$ cat config.mk
export PLATFORM = sky130hd
export DESIGN_NAME = hex_to_screen_flat
export DESIGN_NICKNAME = d
export VERILOG_FILES = /design/src/rtl/hex_to_screen_if.sv /design/src/rtl/hex_to_screen.sv /design/src/flat_wrapper.sv
export SDC_FILE = /design/constraint.sdc
export NUM_CORES = 1
export LEC_CHECK = 0
export ABC_CLOCK_PERIOD_IN_PS = 3400
export CELL_PAD_IN_SITES_DETAIL_PLACEMENT = 0
export CELL_PAD_IN_SITES_GLOBAL_PLACEMENT = 1
export CORE_ASPECT_RATIO = 0.5
export CORE_MARGIN = 2
export CORE_UTILIZATION = 40
export CTS_BUF_LIST = sky130_fd_sc_hd__clkbuf_8
export CTS_CLUSTER_SIZE = 25
export DETAILED_ROUTE_END_ITERATION = 16
export GPL_ROUTABILITY_DRIVEN = 0
export GPL_TIMING_DRIVEN = 0
export PLACE_DENSITY_LB_ADDON = 0.1
export SETUP_SLACK_MARGIN = 0.05
export SLEW_MARGIN = 20
export SYNTH_ARGS = -nofsm -noshare
export SYNTH_HDL_FRONTEND = slang
export SYNTH_SLANG_ARGS = --single-unit
$ cat constraint.sdc
create_clock -name clk -period 3.4 [get_ports clk]
set_input_delay 0.68 -clock clk [delete_from_list [all_inputs] [get_ports clk]]
set_output_delay 0.68 -clock clk [all_outputs]
set_load 0.01 [all_outputs]
$ cat src/rtl/hex_to_screen_if.sv
`default_nettype none
// ============================================================================
// Module   : hex_to_screen_if
// Purpose  : Request/response bundle for the axial-hex to screen mapper.
//            Request side : valid_in / ready_in carry hex_q, hex_r, hex_size.
//            Response side: valid_out / ready_out carry screen_x, screen_y.
// Modports : master - the client issuing requests and consuming results
//            slave  - the mapper itself
// Revision : 1.0 - initial release
// ============================================================================
interface hex_to_screen_if;
  logic        valid_in;
  logic        ready_in;
  logic [31:0] hex_q;
  logic [31:0] hex_r;
  logic [31:0] hex_size;
  logic [31:0] screen_x;
  logic [31:0] screen_y;
  logic        valid_out;
  logic        ready_out;

  modport master (
    output valid_in, hex_q, hex_r, hex_size, ready_out,
    input  ready_in, screen_x, screen_y, valid_out
  );

  modport slave (
    input  valid_in, hex_q, hex_r, hex_size, ready_out,
    output ready_in, screen_x, screen_y, valid_out
  );
endinterface
`default_nettype wire

$ cat src/rtl/hex_to_screen.sv
`default_nettype none
// ============================================================================
// Module   : hex_to_screen
// Purpose  : Maps a pointy-top axial hex coordinate (q, r) of radius hex_size
//            to the Q16.16 pixel centre of that hex:
//              x = size*sqrt3*(q + r/2),  y = size*1.5*r
//            Uses one shared serial shift-add multiplier, one bit per cycle,
//            for three 32-cycle phases: K_x = size*sqrt3, x = (2q+r)*K_x/2,
//            y = r*K_y. Result appears a fixed 96 cycles after acceptance.
// Ports    : clk       - clock, rising edge
//            reset     - synchronous active-high reset
//            bus       - hex_to_screen_if.slave request/response bundle
// Params   : SQRT3_Q16 - sqrt(3) in unsigned Q16.16
// Revision : 1.0 - initial release
// ============================================================================
module hex_to_screen #(
  parameter logic [31:0] SQRT3_Q16 = 32'd113512
) (
  input  wire logic       clk,
  input  wire logic       reset,
  hex_to_screen_if.slave  bus
);

  localparam logic [2:0] c_idle = 3'd0;
  localparam logic [2:0] c_kx   = 3'd1;
  localparam logic [2:0] c_mx   = 3'd2;
  localparam logic [2:0] c_my   = 3'd3;
  localparam logic [2:0] c_done = 3'd4;

  logic [2:0]  r_state;
  logic [2:0]  w_state_next;
  logic [4:0]  r_cnt;
  logic [31:0] r_q;
  logic [31:0] r_r;
  logic [31:0] r_ky;
  logic [31:0] r_x_res;
  logic [63:0] r_acc;
  logic [63:0] r_mcand;
  logic [31:0] r_mplier;
  logic [31:0] r_screen_x;
  logic [31:0] r_screen_y;

  logic        w_last;
  logic        w_accept;
  logic [63:0] w_acc_next;
  logic [31:0] w_a;
  logic [31:0] w_kx;

  assign w_last     = (r_cnt == 5'd31);
  assign w_accept   = (r_state == c_idle) && bus.valid_in;
  // One serial multiply step: add the shifted multiplicand when the current
  // multiplier LSB is set. Arithmetic wraps at 64 bits, which is what makes
  // sign-extended multiplicands give correct two's-complement products.
  assign w_acc_next = r_acc + (r_mplier[0] ? r_mcand : 64'd0);
  assign w_a        = {r_q[30:0], 1'b0} + r_r;
  assign w_kx       = w_acc_next[47:16];

  // ---------------------------------------------------------------- state reg
  always_ff @(posedge clk) begin
    if (reset) begin
      r_state <= c_idle;
    end else begin
      r_state <= w_state_next;
    end
  end

  // ---------------------------------------------------------- next-state comb
  always_comb begin
    w_state_next = r_state;
    case (r_state)
      c_idle:  if (bus.valid_in)  w_state_next = c_kx;
      c_kx:    if (w_last)        w_state_next = c_mx;
      c_mx:    if (w_last)        w_state_next = c_my;
      c_my:    if (w_last)        w_state_next = c_done;
      c_done:  if (bus.ready_out) w_state_next = c_idle;
      default:                    w_state_next = c_idle;
    endcase
  end

  // -------------------------------------------------------------- output comb
  always_comb begin
    bus.ready_in  = (r_state == c_idle);
    bus.valid_out = (r_state == c_done);
  end

  assign bus.screen_x = r_screen_x;
  assign bus.screen_y = r_screen_y;

  // ----------------------------------------------------------------- datapath
  always_ff @(posedge clk) begin
    if (reset) begin
      r_cnt      <= 5'd0;
      r_q        <= 32'd0;
      r_r        <= 32'd0;
      r_ky       <= 32'd0;
      r_x_res    <= 32'd0;
      r_acc      <= 64'd0;
      r_mcand    <= 64'd0;
      r_mplier   <= 32'd0;
      r_screen_x <= 32'd0;
      r_screen_y <= 32'd0;
    end else begin
      case (r_state)
        c_idle: begin
          if (w_accept) begin
            r_q      <= bus.hex_q;
            r_r      <= bus.hex_r;
            r_ky     <= bus.hex_size + (bus.hex_size >> 1);
            r_acc    <= 64'd0;
            r_mcand  <= {32'd0, SQRT3_Q16};
            r_mplier <= bus.hex_size;
            r_cnt    <= 5'd0;
          end
        end
        c_kx, c_mx, c_my: begin
          // 5-bit counter wraps to 0 on the last step, ready for the next phase
          r_cnt <= r_cnt + 5'd1;
          if (!w_last) begin
            r_acc    <= w_acc_next;
            r_mcand  <= r_mcand << 1;
            r_mplier <= r_mplier >> 1;
          end else begin
            r_acc <= 64'd0;
            case (r_state)
              c_kx: begin
                // K_x is only ever a multiplier, so load it straight in
                r_mcand  <= {{32{w_a[31]}}, w_a};
                r_mplier <= w_kx;
              end
              c_mx: begin
                // Product is (2q+r)*K_x; dropping bit 0 divides by two
                r_x_res  <= w_acc_next[32:1];
                r_mcand  <= {{32{r_r[31]}}, r_r};
                r_mplier <= r_ky;
              end
              default: begin
                r_screen_x <= r_x_res;
                r_screen_y <= w_acc_next[31:0];
              end
            endcase
          end
        end
        default: ;
      endcase
    end
  end

endmodule
`default_nettype wire

$ cat src/flat_wrapper.sv
// flat-port wrapper written by rule: the top's interface ports become plain ports
module hex_to_screen_flat 
#(
  parameter logic [31:0] SQRT3_Q16 = 32'd113512
)
  (clk, reset, bus_valid_in, bus_hex_q, bus_hex_r, bus_hex_size, bus_ready_out, bus_ready_in, bus_screen_x, bus_screen_y, bus_valid_out);
  hex_to_screen_if bus_i ();
  input  wire logic clk;
  input  wire logic reset;
  input wire logic [$bits(bus_i.valid_in)-1:0] bus_valid_in;
  input wire logic [$bits(bus_i.hex_q)-1:0] bus_hex_q;
  input wire logic [$bits(bus_i.hex_r)-1:0] bus_hex_r;
  input wire logic [$bits(bus_i.hex_size)-1:0] bus_hex_size;
  input wire logic [$bits(bus_i.ready_out)-1:0] bus_ready_out;
  output wire logic [$bits(bus_i.ready_in)-1:0] bus_ready_in;
  output wire logic [$bits(bus_i.screen_x)-1:0] bus_screen_x;
  output wire logic [$bits(bus_i.screen_y)-1:0] bus_screen_y;
  output wire logic [$bits(bus_i.valid_out)-1:0] bus_valid_out;
  assign bus_i.valid_in = bus_valid_in;
  assign bus_i.hex_q = bus_hex_q;
  assign bus_i.hex_r = bus_hex_r;
  assign bus_i.hex_size = bus_hex_size;
  assign bus_i.ready_out = bus_ready_out;
  assign bus_ready_in = bus_i.ready_in;
  assign bus_screen_x = bus_i.screen_x;
  assign bus_screen_y = bus_i.screen_y;
  assign bus_valid_out = bus_i.valid_out;
  hex_to_screen #(.SQRT3_Q16(SQRT3_Q16)) u_core (.clk(clk), .reset(reset), .bus(bus_i));
endmodule
Yosys cells after proc, flatten, opt, wreduce, memory -nomap -nowiden:

Index checks and enable logic that the tools add are counted.

* bits in registers: 359
* word-level logic and storage cells: 59
* input port bits: 100
* output and inout port bits: 66

* add/sub/neg operators: 4
* multiplexer cells: 20
* equal/unequal tests: 12
* reduce and logical (&&, ||, !) cells: 11
* bitwise operators: 1

Operator list (number)
* case mux 64 bit (2 select lines): 3
* 2-to-1 mux 64 bit: 5
* case mux 32 bit (2 select lines): 2
* adder 64 bit: 1
* 2-to-1 mux 32 bit: 2
* adder 32 x 31 -> 32 bit: 1
* adder 32 bit: 1
* 2-to-1 mux 3 bit: 5
* case mux 3 bit (5 select lines): 1
* case mux 5 bit (2 select lines): 1
* AND reduction 3 bit: 3
* inequality test 2 x 1 -> 1 bit, second input constant: 4
* equality test 3 x 2 -> 1 bit, second input constant: 2
* adder 5 x 1 -> 5 bit, second input constant: 1
* equality test 5 bit, second input constant: 1
* 2-to-1 mux 5 bit: 1
* AND reduction 5 bit: 1
* inequality test 2 bit, second input constant: 2
* inequality test 4 bit, second input constant: 1
* AND reduction 2 bit: 2
* equality test 3 x 1 -> 1 bit, second input constant: 1
* equality test 3 bit, second input constant: 1
* logical NOT 3 bit: 1
* OR reduction 3 bit: 1
* 4 further kinds: 4

Logic depth before layout (Yosys ltp):

* depth in word-level cells: 5
* depth in mapped cells: 14
* mapped depth without buffers: 13

Least setup slack after synthesis:

Ideal clock, no wire load.

* kind: input to register
* from: in bus_hex_size[0]
* to: reg u_core.r_ky[30]
* cell stages on the path: 12
* data required time: 3.278 ns
* slack: 0.039 ns
* arrival time: 3.239 ns
* setup time: 0.122 ns
* cells stage by stage: ha_1 -> inv_1 -> fa_1 -> and2b_1 -> o2111ai_1 -> a21oi_1 -> o21ai_0 -> o41ai_1 -> a211oi_1 -> o21ai_0 -> nand2_1 -> a311o_1

* longest elaborated chain between the ends: 1

RTL lines
* start: declaration: RTL line flat_wrapper.sv:13 `input wire logic [$bits(bus_i.hex_size)-1:0] bus_hex_size;`
* adder 32 x 31 -> 32 bit: RTL line hex_to_screen.sv:108 `r_ky <= bus.hex_size + (bus.hex_size >> 1);`
* end signal: assignment: RTL line hex_to_screen.sv:108
* end: declaration: RTL line hex_to_screen.sv:35 `logic [31:0] r_ky;`

Every way passes these cells.
A chain may end at the register's enable or synchronous reset.

Worst setup path in the final report:

* from: reg u_core.r_mplier[0]
* to: reg u_core.r_mplier[30]

* longest elaborated chain between the ends: 5

RTL lines
* start: declaration: RTL line hex_to_screen.sv:39 `logic [31:0] r_mplier;`
* start signal: assignment: RTL line hex_to_screen.sv:111 `r_mplier <= bus.hex_size;`
* start signal: assignment: RTL line hex_to_screen.sv:121 `r_mplier <= r_mplier >> 1;`
* start signal: assignment: RTL line hex_to_screen.sv:128 `r_mplier <= w_kx;`
* 2-to-1 mux 64 bit: RTL line hex_to_screen.sv:54 `assign w_acc_next = r_acc + (r_mplier[0] ? r_mcand : 64'd0);`
* adder 64 bit: RTL line hex_to_screen.sv:54
* case mux 32 bit (2 select lines): RTL line hex_to_screen.sv:124 `case (r_state)`
* 2-to-1 mux 32 bit: RTL line hex_to_screen.sv:118 `if (!w_last) begin`
* case mux 32 bit (2 select lines): RTL line hex_to_screen.sv:103 `case (r_state)`

Every way passes these cells.

==> metrics.csv <==
metric;value;unit
status;finished clean;
Initial DRC Count;1893;
unrepaired setup endpoints after global routing;true;
Initial Util;40.41;%
Die H;157.5;um
max-slew violations;0;
worst path arrival time;3940;ps
Gate Count Post-Synth;2454;
core area;0.04666;mm2
pin count of the biggest net entering global routing;14;
min Tclk post-route;3389;ps
Slew @ Worst Pin;1061;ps
xor and xnor area share after synthesis;4.027;%
die area;0.04901;mm2
Finished Layout Cells;3380;
clk root buf;clkbuf_8;
Final Hold Viols;0;
combinational family with the most area after synthesis;compound AO/OA/AOI/OAI gates;
placed cells;3255;
Vias per Instance;5.738;
Die Wd;311.1;um
relative slew slack;29.24;%
Num CTS Buffers;49;
Ant. Diodes;0;
Mean Syn Cell Area;7.685;um2
ys flop type;dfxtp_1;
Crit Path Class;reg -> reg;
Max H-tree Level;2;
DRT Pass-1 Iters;6;
Leak Pwr;0.009184;uW
worst-path fanout max;10;
CTS sink cnt;327;
Post-synth EDFFs;0;
Congestion Overflow GR;0;
worst hold slack;449.5;ps
Worst setup EP type;flop;
Fmax;0.2951;GHz
Pwr Density;372.7;mW/mm2
Total Routing Usage GR;28.78;%
Synth warnings;0;
Area contributors post-synth;dfxtp_1, nand2_1, a21oi_1;
flop and latch count out of synthesis;327;
Routed WL;73.50;mm
clk slew on worst S/H paths;70;ps
detailed placer's ending HPWL;55.92;mm
Core Rows;56;
crit-path max cell delay;550;ps
initial antenna violation count;3;
number of I/O port buffers;163;
simple logic cell fraction of the synthesized area;21.34;%
mux contribution to synthesized area;0.5971;%
slowest stage cell on the critical path;or4b_4;
mapped cell area;0.01886;mm2
CTS tree;done;
Critical Path RT;3950;ps
worst path cell trace;buf_6 -> and2_4 -> ha_1 -> buf_4 -> nand2_2 -> or4b_4 -> inv_2 -> o211ai_1 -> buf_4 -> a211oi_2 -> buf_4 -> a31o_4 -> a31oi_4 -> xnor2_2 -> o2bb2ai_1;
Worst Hold Class;reg -> reg;
Async S/R FF share, synth;0;%
post-synth cell types;86;
Layout area overhead;25.92;%
post-synth top area share;34.71;%
clock latency on the worst-skew pair;660;ps
Synthesized Nets;2667;
drc violations;0;
fill cell count;4805;
share of the yosys chip area belonging to registers;34.71;%
max-cap viol count;0;
post-route ant nets;0;
Max Buffers Root-to-Sink;3;
first-pass GRT wire length;107.8;mm
IO Count;166;
maximum vdd drop;0.2229;mV
Wirelength per Cell;21.75;um
vias;19400;
Startpoint Class;flop;
final setup vio count;0;
Final Cycle Share;99.68;%
clk_skew;51.40;ps
Adder-Cell Fraction of Synth Area;7.616;%
share of cells above drive strength 1;11.49;%
Compound-Gate Fraction of Synth Area;27.87;%
Synth area leader;dfxtp_1;
cell mode on critical path;buf_4;
Layout Nets;2920;
post-route setup TNS;0;ps
vias in the first global route;17660;
-- critical path: cells and delay by family, from the launching register on --
| family | cells | cell delay, ps |
|---|---|---|
| fa+ha+maj | 1 | 300 |
| simple gates | 3 | 820 |
| flops | 1 | 390 |
| compound gates | 5 | 780 |
| buf+inv | 5 | 720 |
| xor+xnor | 1 | 320 |
-- timing repair --
| action | CTS | global route |
|---|---|---|
| gates cloned | 1 | 1 |
| setup buffers | 20 | 22 |
| endpoints found under the hold margin | 0 | 0 |
| gates resized for setup | 132 | 116 |
| hold buffers | 0 | 0 |
| pin swaps | 31 | 45 |
| setup endpoints to repair | 128 | 120 |
-- stage by stage --
stage               total power, uW  setup WS (ps)  instance area, um2  utilization [%]
floorplan                      4863          253.1               18870                -
global placement               5333          -1167               21300            45.64
detailed placement             5340          -1127               21300            45.64
CTS                            8798          26.80               23110            49.52
global route                   9168         -65.90               23750            50.89
finish                         8851          10.75               23750            50.89
-- cell usage after synthesis, types with 13 or more instances --
cell / count
a211oi_1: 35
a21o_1: 59
a21oi_1: 338
a221oi_1: 23
a22o_1: 22
a22oi_1: 49
a31oi_1: 19
and2_1: 54
and3_1: 19
buf_1: 13
clkbuf_1: 138
dfxtp_1: 327
ha_1: 110
inv_1: 28
nand2_1: 514
nand2b_1: 15
nand3_1: 31
nand3b_1: 14
nor2_1: 142
nor3_1: 36
nor3b_1: 14
o211ai_1: 34
o21a_1: 17
o21ai_0: 117
o31ai_1: 19
xnor2_1: 47
xor2_1: 37
-- cell usage in the layout, fill, tap and decap left out, types with 34 or more instances in the layout --
master           synthesis  final
o21ai_0                117    110
clkbuf_1               138    122
buf_4                    0     41
nand2_1                514    511
o211ai_1                34     34
dfxtp_1                327    323
ha_1                   110     84
inv_1                   28     37
a22oi_1                 49     49
xnor2_1                 47     35
nor2_1                 142    140
a21oi_1                338    330
nor3_1                  36     36
clkdlybuf4s50_1          0    161
clkbuf_8                 0     68
a21o_1                  59     59
-- state kept, by name (all words and copies together), names as in the netlist --
register / count
u_core.r_x_res: 32
u_core.r_mcand: 48
u_core.r_r: 32
u_core.bus.screen_x: 32
u_core.r_mplier: 32
u_core.r_acc: 48
u_core.r_cnt: 5
u_core.r_ky: 32
u_core.bus.screen_y: 32
u_core.r_state: 3
u_core.r_q: 31
-- path summary, 6_finish.rpt --
kind	startpoint	to	slack, ps	depth (start not counted)
worst min-delay path	u_core.r_x_res[1]$_SDFFE_PP0P_	u_core.bus.screen_x[1]$_SDFFE_PP0P_	450	2
worst min register to register	u_core.r_x_res[1]$_SDFFE_PP0P_	u_core.bus.screen_x[1]$_SDFFE_PP0P_	450	2
worst max register to register	u_core.r_mplier[0]$_SDFFE_PP0P_	u_core.r_mplier[30]$_SDFFE_PP0P_	10	15
worst max-delay path	u_core.r_mplier[0]$_SDFFE_PP0P_	u_core.r_mplier[30]$_SDFFE_PP0P_	10	15
-- area by class of cell --
| type | instances | area [um2] | area share [%] |
|---|---|---|---|
| inverter | 28 | 105.1 | 0.4426 |
| multi-input combinational | 1939 | 12580 | 52.98 |
| clock buffer | 68 | 935.9 | 3.941 |
| timing repair buffer | 207 | 2014 | 8.483 |
| sequential | 327 | 6556 | 27.61 |
| buffer | 155 | 670.6 | 2.824 |
| tap | 638 | 798.3 | 3.361 |
| clock inverter | 18 | 85.08 | 0.3583 |
-- layer usage --
layer / routed length (um) / GRT usage (%)
met5: 20 / 0
met4: 1784 / 6.970
met3: 6981 / 7.787
met2: 30150 / 43.31
met1: 34570 / 40.67
-- report_power, final --
group          total, uW  internal [uW]  switching, uW
clock network       3490           1770           1720
logic               1290            501            792
registers           4070           3960            107
total               8850           6230           2620
-- logic make-up (layout without fill, tap and decap cells) --
logic type,Yosys count,count (layout)
buf+inv,188,476
mux,11,11
simple gates,905,905
fa+ha+maj,113,113
compound gates,825,825
xor+xnor,85,85
flops,327,327
No activity file was read; power rests on OpenSTA's default activity.
